File: src/rtl/raster_timing.sv
// raster_timing: one chained fine/coarse/line/frame counter with registered syncs, active and frame-start pulse.
// Optional build macro RASTER_HALF_FRAME_RATE_EN: raw_frame_counter advances on every second frame only.
module raster_timing #(
  parameter int X_FINE_PERIOD      = 100,
  parameter int X_COARSE_BITS      = 3,
  parameter int Y_STEPS            = 525,
  parameter int Y_SAT_BITS         = 9,
  parameter int FRAME_COUNTER_BITS = 14,
  parameter int H_ACTIVE           = 640,
  parameter int H_SYNC_START       = 656,
  parameter int H_SYNC_END         = 752,
  parameter int V_ACTIVE           = 480,
  parameter int V_SYNC_START       = 490,
  parameter int V_SYNC_END         = 492
) (
  input  logic                              clk,
  input  logic                              reset,
  output logic                              enable,
  output logic [$clog2(X_FINE_PERIOD)-1:0]  x_fine,
  output logic [X_COARSE_BITS-1:0]          x_coarse,
  output logic [Y_SAT_BITS-1:0]             y_sat,
  output logic [Y_SAT_BITS-1:0]             y_wrap,
  output logic [FRAME_COUNTER_BITS-1:0]     raw_frame_counter,
  output logic                              hsync,
  output logic                              vsync,
  output logic                              active,
  output logic                              new_frame
);

  localparam int XF_W     = $clog2(X_FINE_PERIOD);
  localparam int LINE_LEN = X_FINE_PERIOD << X_COARSE_BITS;
  localparam int H_W      = $clog2(LINE_LEN);
  localparam int Y_W      = ($clog2(Y_STEPS) > Y_SAT_BITS) ? $clog2(Y_STEPS) : Y_SAT_BITS;

  localparam logic [XF_W-1:0] XF_MAX    = XF_W'(X_FINE_PERIOD - 1);
  localparam logic [H_W-1:0]  HA        = H_W'(H_ACTIVE);
  localparam logic [H_W-1:0]  HSS       = H_W'(H_SYNC_START);
  localparam logic [H_W-1:0]  HSE       = H_W'(H_SYNC_END);
  localparam logic [Y_W-1:0]  Y_MAX     = Y_W'(Y_STEPS - 1);
  localparam logic [Y_W-1:0]  VA        = Y_W'(V_ACTIVE);
  localparam logic [Y_W-1:0]  VSS       = Y_W'(V_SYNC_START);
  localparam logic [Y_W-1:0]  VSE       = Y_W'(V_SYNC_END);
  localparam logic [Y_W-1:0]  Y_SAT_MAX = Y_W'((1 << Y_SAT_BITS) - 1);

  logic                          r_enable;
  logic [XF_W-1:0]               r_x_fine;
  logic [X_COARSE_BITS-1:0]      r_x_coarse;
  logic [H_W-1:0]                r_h;
  logic [Y_W-1:0]                r_y;
  logic [Y_SAT_BITS-1:0]         r_y_sat;
  logic [Y_SAT_BITS-1:0]         r_y_wrap;
  logic [FRAME_COUNTER_BITS-1:0] r_frame;
  logic                          r_hsync;
  logic                          r_vsync;
  logic                          r_active;
  logic                          r_new_frame;

  logic                          w_fine_wrap;
  logic                          w_line_end;
  logic                          w_frame_end;
  logic                          w_frame_inc;
  logic [XF_W-1:0]               w_x_fine_nxt;
  logic [X_COARSE_BITS-1:0]      w_x_coarse_nxt;
  logic [H_W-1:0]                w_h_nxt;
  logic [Y_W-1:0]                w_y_nxt;
  logic [Y_SAT_BITS-1:0]         w_y_sat_nxt;

`ifdef RASTER_HALF_FRAME_RATE_EN
  logic                          r_parity;
`endif

  // All registered outputs are computed from the next counter value so they line up with the counters.
  always_comb begin
    w_fine_wrap    = (r_x_fine == XF_MAX);
    w_line_end     = w_fine_wrap && (&r_x_coarse);
    w_frame_end    = w_line_end && (r_y == Y_MAX);
    w_x_fine_nxt   = w_fine_wrap ? '0 : r_x_fine + 1'b1;
    w_x_coarse_nxt = w_fine_wrap ? r_x_coarse + 1'b1 : r_x_coarse;
    w_h_nxt        = w_line_end ? '0 : r_h + 1'b1;
    w_y_nxt        = r_y;
    if (w_line_end) begin
      w_y_nxt = w_frame_end ? '0 : r_y + 1'b1;
    end
    w_y_sat_nxt    = (w_y_nxt > Y_SAT_MAX) ? '1 : w_y_nxt[Y_SAT_BITS-1:0];
`ifdef RASTER_HALF_FRAME_RATE_EN
    w_frame_inc    = w_frame_end && r_parity;
`else
    w_frame_inc    = w_frame_end;
`endif
  end

  always_ff @(posedge clk) begin
    if (reset) begin
      r_enable    <= 1'b0;
      r_x_fine    <= '0;
      r_x_coarse  <= '0;
      r_h         <= '0;
      r_y         <= '0;
      r_y_sat     <= '0;
      r_y_wrap    <= '0;
      r_frame     <= '0;
      r_hsync     <= 1'b1;
      r_vsync     <= 1'b1;
      r_active    <= 1'b1;
      r_new_frame <= 1'b0;
    end else begin
      r_enable    <= ~r_enable;
      r_x_fine    <= w_x_fine_nxt;
      r_x_coarse  <= w_x_coarse_nxt;
      r_h         <= w_h_nxt;
      r_y         <= w_y_nxt;
      r_y_sat     <= w_y_sat_nxt;
      r_y_wrap    <= w_y_nxt[Y_SAT_BITS-1:0];
      r_hsync     <= !((w_h_nxt >= HSS) && (w_h_nxt < HSE));
      r_vsync     <= !((w_y_nxt >= VSS) && (w_y_nxt < VSE));
      r_active    <= (w_h_nxt < HA) && (w_y_nxt < VA);
      r_new_frame <= w_frame_end;
      if (w_frame_inc) begin
        r_frame <= r_frame + 1'b1;
      end
    end
  end

`ifdef RASTER_HALF_FRAME_RATE_EN
  always_ff @(posedge clk) begin
    if (reset) begin
      r_parity <= 1'b0;
    end else if (w_frame_end) begin
      r_parity <= ~r_parity;
    end
  end
`endif

  assign enable            = r_enable;
  assign x_fine            = r_x_fine;
  assign x_coarse          = r_x_coarse;
  assign y_sat             = r_y_sat;
  assign y_wrap            = r_y_wrap;
  assign raw_frame_counter = r_frame;
  assign hsync             = r_hsync;
  assign vsync             = r_vsync;
  assign active            = r_active;
  assign new_frame         = r_new_frame;

endmodule

File: config.mk
export PLATFORM = sky130hd
export DESIGN_NAME = raster_timing
export DESIGN_NICKNAME = d
export VERILOG_FILES = /design/src/rtl/raster_timing.sv
export SDC_FILE = /design/constraint.sdc
export NUM_CORES = 1
export LEC_CHECK = 0
export ABC_AREA = 0
export CAP_MARGIN = 40
export CORE_MARGIN = 3
export CORE_UTILIZATION = 42
export CTS_BUF_LIST = sky130_fd_sc_hd__clkbuf_8
export CTS_CLUSTER_SIZE = 25
export DETAILED_ROUTE_END_ITERATION = 8
export HOLD_SLACK_MARGIN = 0.05
export PLACE_DENSITY = 0.77
export SLEW_MARGIN = 20
export SYNTH_ARGS = -nofsm -noshare
export SYNTH_HDL_FRONTEND = slang
export SYNTH_SLANG_ARGS = --single-unit
File: constraint.sdc
create_clock -name clk -period 1.95 [get_ports clk]
set_input_delay 0.195 -clock clk [delete_from_list [all_inputs] [get_ports clk]]
set_output_delay 0.195 -clock clk [all_outputs]
set_load 0.01 [all_outputs]
==> impl_metrics.ini, run 1 <==
[sta]
worst_slew_pin_slew_ns = 0.4915
hold_viol = 0
final_max_slew_viol_count = 0
hold_slack_ns = 0.4160
slew_headroom = 0.6714
period_share = 0.9762
fin_worst_skew_ns = 0.008891
rsz0062_at_grt = yes
fin_crit_ns = 1.904
timing.fmax_mhz = 525.3
setup_viol = 0

[global_routing]
grt_start_max_net_pins = 18
grt_pass1_vias = 2219
antenna_found_initial = 0
track_usage = 0.1784
grt_pass1_wl_um = 10440
grt_overflow = 0

[logic_synthesis]
synth_top_flop_cell = dfxtp_1
yosysSeqAreaShare = 0.4298
yosysWarnings = 0
mappedNetlistArea_um2 = 2701
synthTopCellsByCount = dfxtp_1, nor2_1, nand3_1
synth.avg_cell_area_um2 = 8.742
syn_nets = 318
synth_most_common_cell = dfxtp_1
synth.top_cell.area_share = 0.4298
synth_top_area_cell = dfxtp_1
synth_edf_count = 0
synthArstFlopShare = 0
synth_cells = 309
synth-seq-cells = 58
netlist_top_cells_area = dfxtp_1, xnor2_1, nor2_1
synth_cell_types = 40

[placement]
dpl.hpwl_um = 4432
numPortBuffers = 48
dp.cells = 432
gp_congestion = 0.8758

[routing]
route.met3.wl_um = 330
firstDrtPassIters = 4
drc = 0
drt_wl_total_um = 6169
route.met2.wl_um = 2808
wl_per_cell_um = 13.77
vias = 2325
routed.top_layer = met4
wl_met1_um = 2956
routed_via_density = 5.190
drt_iter0_drc = 126
ant_nets = 0

[clock_tree]
numCtsBuffers = 9
htree_num_levels = 3
cts.sinks = 58
tritoncts = yes
clkTransAtPathRegs_ns = 0.07
hold_buffers = 0
cts_buffer_depth = 2
cts_root_buf = clkbuf_8
clock_latency_ns = 0.34

[critical_path]
ff2ff_setup_slack_ns = 0.05
r2r.worst_path.cells = 6
cp.required_ns = 2.18
worstSetupPathDepth = 6
critPathCaptureType = flop
critPathLaunchType = flop
cp_top_family = simple AND/OR/NAND/NOR gates
critical_path_class = flop to flop
path_buf_inv = 1
max_stage_delay_ns = 0.44
timing.rr.end = raw_frame_counter[12]$_SDFFE_PP0P_
crit_fanout = 17
path_cells = or3_1 -> or4_4 -> buf_12 -> nor4_4 -> xnor2_1 -> nor2_1
slowest_stage = or4_4
r2r-start = r_y[5]$_SDFF_PP0_
critPathArrivalTime_ns = 2.14

[floorplanning]
die_w_um = 86.20
coreArea_um2 = 6061
die_y_um = 86.20
rows = 28
io-pin-count = 49
die_area_um2 = 7430
initial_utilization = 0.4457

[worst_hold_path]
min_to = enable$_SDFF_PP0_
whs_path_depth = 1
hp-start = enable$_SDFF_PP0_
hold_class = flop to flop

[final_layout]
stdcell_count = 448
layout.nets = 378
diodes = 0
layout-drive-gt1-share = 0.1528
syn2layout_area_growth_pct = 35.80

[power_and_ir_drop]
power_density_nw_per_um2 = 715.3
vdd_drop_max_mv = 0.5886
cellLeakagePower_nw = 1.395

[flow_run]
maxCapViolCount = 0

[outcome]
status = finished, final reports clean
placed cells by master, fill, tap and decap left out, drive strengths merged, types with 2 or more instances in the layout:
master,Yosys,layout
nor3,10,10
buf,15,27
clkdlybuf4s50,0,48
nand2b,3,3
clkbuf,11,10
xnor2,23,23
or3,2,2
o21ai,3,3
and3,10,10
nand2,22,22
ha,7,7
nor4,10,10
xor2,12,12
a211o,2,2
o2111ai,2,2
a21o,2,2
and2,2,2
nor2,46,46
nand4,8,8
nand3,24,24
nand3b,2,2
dfxtp,58,58
a21oi,17,17
bufinv,0,3
o21bai,2,2
inv,5,5
cells by family (layout without fill, tap and decap cells):
family,Yosys count,after routing,share of synthesized area
buf+inv,31,95,0.06392
fa+ha+maj,7,7,0.03242
simple gates,146,146,0.2872
compound gates,32,32,0.07318
flops,58,58,0.4298
xor+xnor,35,35,0.1135
repair_timing:
action / 4_1_cts / 5_1_grt
gates resized for setup: 4 / 12
pin swaps: 0 / 4
endpoints found under the setup margin: 4 / 37
buffers inserted: 0 / 1
area by class of cell:
type / count / area, µm²
flip-flops and latches: 58 / 1161
inverters: 5 / 18.77
multi-input cells: 220 / 1446
clock buffers: 10 / 137.6
fillers: 543 / 2392
repair buffers: 75 / 708.2
clock inverters: 5 / 102.6
well taps: 75 / 93.84
registers in the layout, indices dropped and copies added (netlist names):
name,flops
vsync,1
hsync,1
active,1
y_sat,9
x_coarse,3
r_h,10
x_fine,7
enable,1
new_frame,1
r_y,10
raw_frame_counter,14
per-layer routing:
layer | vias to the layer above | global-route usage
met1 | 1081 | 0.2340
met2 | 58 | 0.2719
met4 | 0 | 0.06516
met3 | 7 | 0.06274
met5 | - | 0
li1 | 1179 | -
power breakdown:
group / leakage (nW) / internal, mW / switching [mW] / total, mW
clock network: 0.118 / 0.874 / 0.461 / 1.34
logic: 0.808 / 0.0397 / 0.0423 / 0.0820
registers: 0.469 / 1.20 / 0.0104 / 1.21
total: 1.40 / 2.11 / 0.514 / 2.62
worst max-delay path by stage:
stage                       from  slack [ns]                                 end
2_1_floorplan  r_y[0]$_SDFF_PP0_        0.01  raw_frame_counter[11]$_SDFFE_PP0P_
3_3_place_gp   r_y[0]$_SDFF_PP0_        0.03   raw_frame_counter[9]$_SDFFE_PP0P_
3_5_place_dp   r_y[5]$_SDFF_PP0_       -0.03  raw_frame_counter[10]$_SDFFE_PP0P_
4_1_cts        r_y[5]$_SDFF_PP0_       0.001                   active$_SDFF_PP1_
5_1_grt        r_y[5]$_SDFF_PP0_       -0.04  raw_frame_counter[12]$_SDFFE_PP0P_
6_report       r_y[5]$_SDFF_PP0_        0.05  raw_frame_counter[12]$_SDFFE_PP0P_
per-stage QoR:
| step | setup WS (ns) | power (mW) | util | cell area, µm² | setup TNS (ns) |
|---|---|---|---|---|---|
| after CTS | 0.001100 | 2.656 | 0.5939 | 3600 | 0 |
| after floorplan | 0.009580 | 1.276 | - | 2709 | 0 |
| after global routing | -0.03514 | 2.721 | 0.6053 | 3669 | -0.1487 |
| final | 0.04645 | 2.624 | 0.6053 | 3669 | 0 |
| after global placement | 0.03481 | 1.312 | 0.5502 | 3334 | 0 |
| after detailed placement | -0.02646 | 1.315 | 0.5502 | 3334 | -0.05320 |
(Power assumes the default switching activity.)
==> inputs of run 2 (changes only) <==
PLACE_DENSITY = 0.74   (was 0.77)
SKIP_CTS_REPAIR_TIMING = 1   (was default)
clock period = 1.8 ns   (was 1.95 ns; I/O delays follow)
==> impl_metrics.ini, run 2 (synthesized netlist as in run 1, its figures left out) <==
[power_and_ir_drop]
power_density_nw_per_um2 = 638.5
vdd_drop_max_mv = 0.4564
p_sw_frac = 0.2388
p_clk_frac = 0.428
pwr-share-comb = 0.037
power.total_mw = 2.450
p_seq_frac = 0.534
cellLeakagePower_nw = 1.501
netSwitchingPower_mw = 0.5851
internal_power_mw = 1.865

[critical_path]
cp-startpoint = r_y[5]$_SDFF_PP0_
path_common_cell = buf_12
max_stage_delay_ns = 0.50
path_cells = or3_1 -> or4_4 -> buf_12 -> nor2_4 -> or2_1 -> buf_12 -> o211a_1
crit_fanout = 17
cp_top_family = simple AND/OR/NAND/NOR gates
timing.rr.end = active$_SDFF_PP1_
cp.required_ns = 2.08
critPathCaptureType = flop
r2r-start = r_y[5]$_SDFF_PP0_
critical_path_class = flop to flop
ff2ff_setup_slack_ns = -0.15
slowest_stage = or4_4
path_buf_inv = 2
critPathArrivalTime_ns = 2.23
r2r.worst_path.cells = 7
endpoint = active$_SDFF_PP1_
worstSetupPathDepth = 7
critPathLaunchType = flop

[worst_hold_path]
hold_class = flop to flop

[floorplanning]
die_w_um = 86.20
initial_utilization = 0.4457
rows = 28
die_area_um2 = 7430
die_y_um = 86.20
coreArea_um2 = 6061
io-pin-count = 49

[final_layout]
diodes = 0
final_cell_mix = dfxtp_1, clkdlybuf4s50_1, nor2_1
register_area_um2 = 1165
final_core_util = 0.6332
syn2layout_area_growth_pct = 42.06
fillers = 504
largest_reg_flops = 14
final_common_cell = dfxtp_1
layout-drive-gt1-share = 0.2360
multiInputGateArea_um2 = 1519
layout.nets = 398

[clock_tree]
tritoncts = yes
htree_num_levels = 3
cts_root_buf = clkbuf_8
clock_latency_ns = 0.35
cts.sinks = 58
clkTransAtPathRegs_ns = 0.06
cts_buffer_depth = 2
numCtsBuffers = 9

[placement]
gp_congestion = 0.8398
dp_slack_ns = -0.2006
numPortBuffers = 48
dpl.hpwl_um = 4687

[sta]
period_share = 1.082
setup_ws_ns = -0.1479
worst_slew_pin_slew_ns = 0.5534
setup_tns_ns = -3.088
timing.fmax_mhz = 513.4
final_max_slew_viol_count = 0
hold_viol = 0
hold_slack_ns = 0.4494
fin_crit_ns = 1.948
setup_viol = 33
rsz0062_at_grt = yes
fin_worst_skew_ns = 0.01540
slew_headroom = 0.6301

[routing]
routed_via_density = 5.139
drt_iter0_drc = 99
wl_per_cell_um = 13.97
vias = 2410
drt_wl_total_um = 6551
drc = 0
ant_nets = 0
firstDrtPassIters = 5

[outcome]
failed_checks = setup timing
status = finished, violations left

[global_routing]
grt_pass1_vias = 2235
grt_pass1_wl_um = 10450
grt_start_max_net_pins = 20
antenna_found_initial = 0
grt_overflow = 0
track_usage = 0.1784

[flow_run]
maxCapViolCount = 0
[run 2: cell count changes in the layout (fill, tap and decap cells not counted), sizes merged]
cell / change
buf: +20
bufinv: -3
clkinv: +4
[run 2: metrics by stage]
stage	instance area (µm²)	cells
floorplan	2763	309
global placement	3525	452
detailed placement	3525	452
CTS	3695	468
global route	3837	469
finish	3837	469
[run 2: cell type report]
type | instances | share of cell area
clock inverters | 6 | 0.008477
well taps | 75 | 0.02445
flip-flops and latches | 58 | 0.3036
inverters | 5 | 0.004891
multi-input cells | 220 | 0.3958
repair buffers | 95 | 0.2269
clock buffers | 10 | 0.03587
[run 2: worst min path at each step]
stage                 startpoint           endpoint  depth (start not counted)  slack (ns)
6_report       enable$_SDFF_PP0_  enable$_SDFF_PP0_                          1        0.45
5_1_grt        enable$_SDFF_PP0_  enable$_SDFF_PP0_                          1        0.46
4_1_cts        enable$_SDFF_PP0_  enable$_SDFF_PP0_                          1        0.44
3_5_place_dp   enable$_SDFF_PP0_  enable$_SDFF_PP0_                          1        0.43
3_3_place_gp   enable$_SDFF_PP0_  enable$_SDFF_PP0_                          1        0.40
2_1_floorplan  r_h[0]$_SDFF_PP0_  r_h[0]$_SDFF_PP0_                          1        0.43
[run 2: power groups by stage]
stage               clock network, mW  logic, mW  registers [mW]
floorplan                           0     0.0454            1.34
global placement                    0     0.0905            1.34
detailed placement                  0     0.0912            1.34
CTS                              1.07     0.0917            1.31
global route                     1.13      0.101            1.31
finish                           1.05     0.0917            1.31
[run 2: worst reg2reg max path: stages (launching register included)]
cell	delay, ns
dfxtp_2	0.31
or3_1	0.36
or4_4	0.50
buf_12	0.17
nor2_4	0.08
or2_1	0.14
buf_12	0.15
o211a_1	0.17
[run 2: layer usage]
layer  global-route usage  vias to the layer above  part of all wire
li1                     -                     1214                 -
met1               0.2261                     1136              0.46
met2               0.2901                       51              0.48
met3              0.03992                        9             0.042
met4              0.08074                        0             0.019
met5                    0                        -                 0
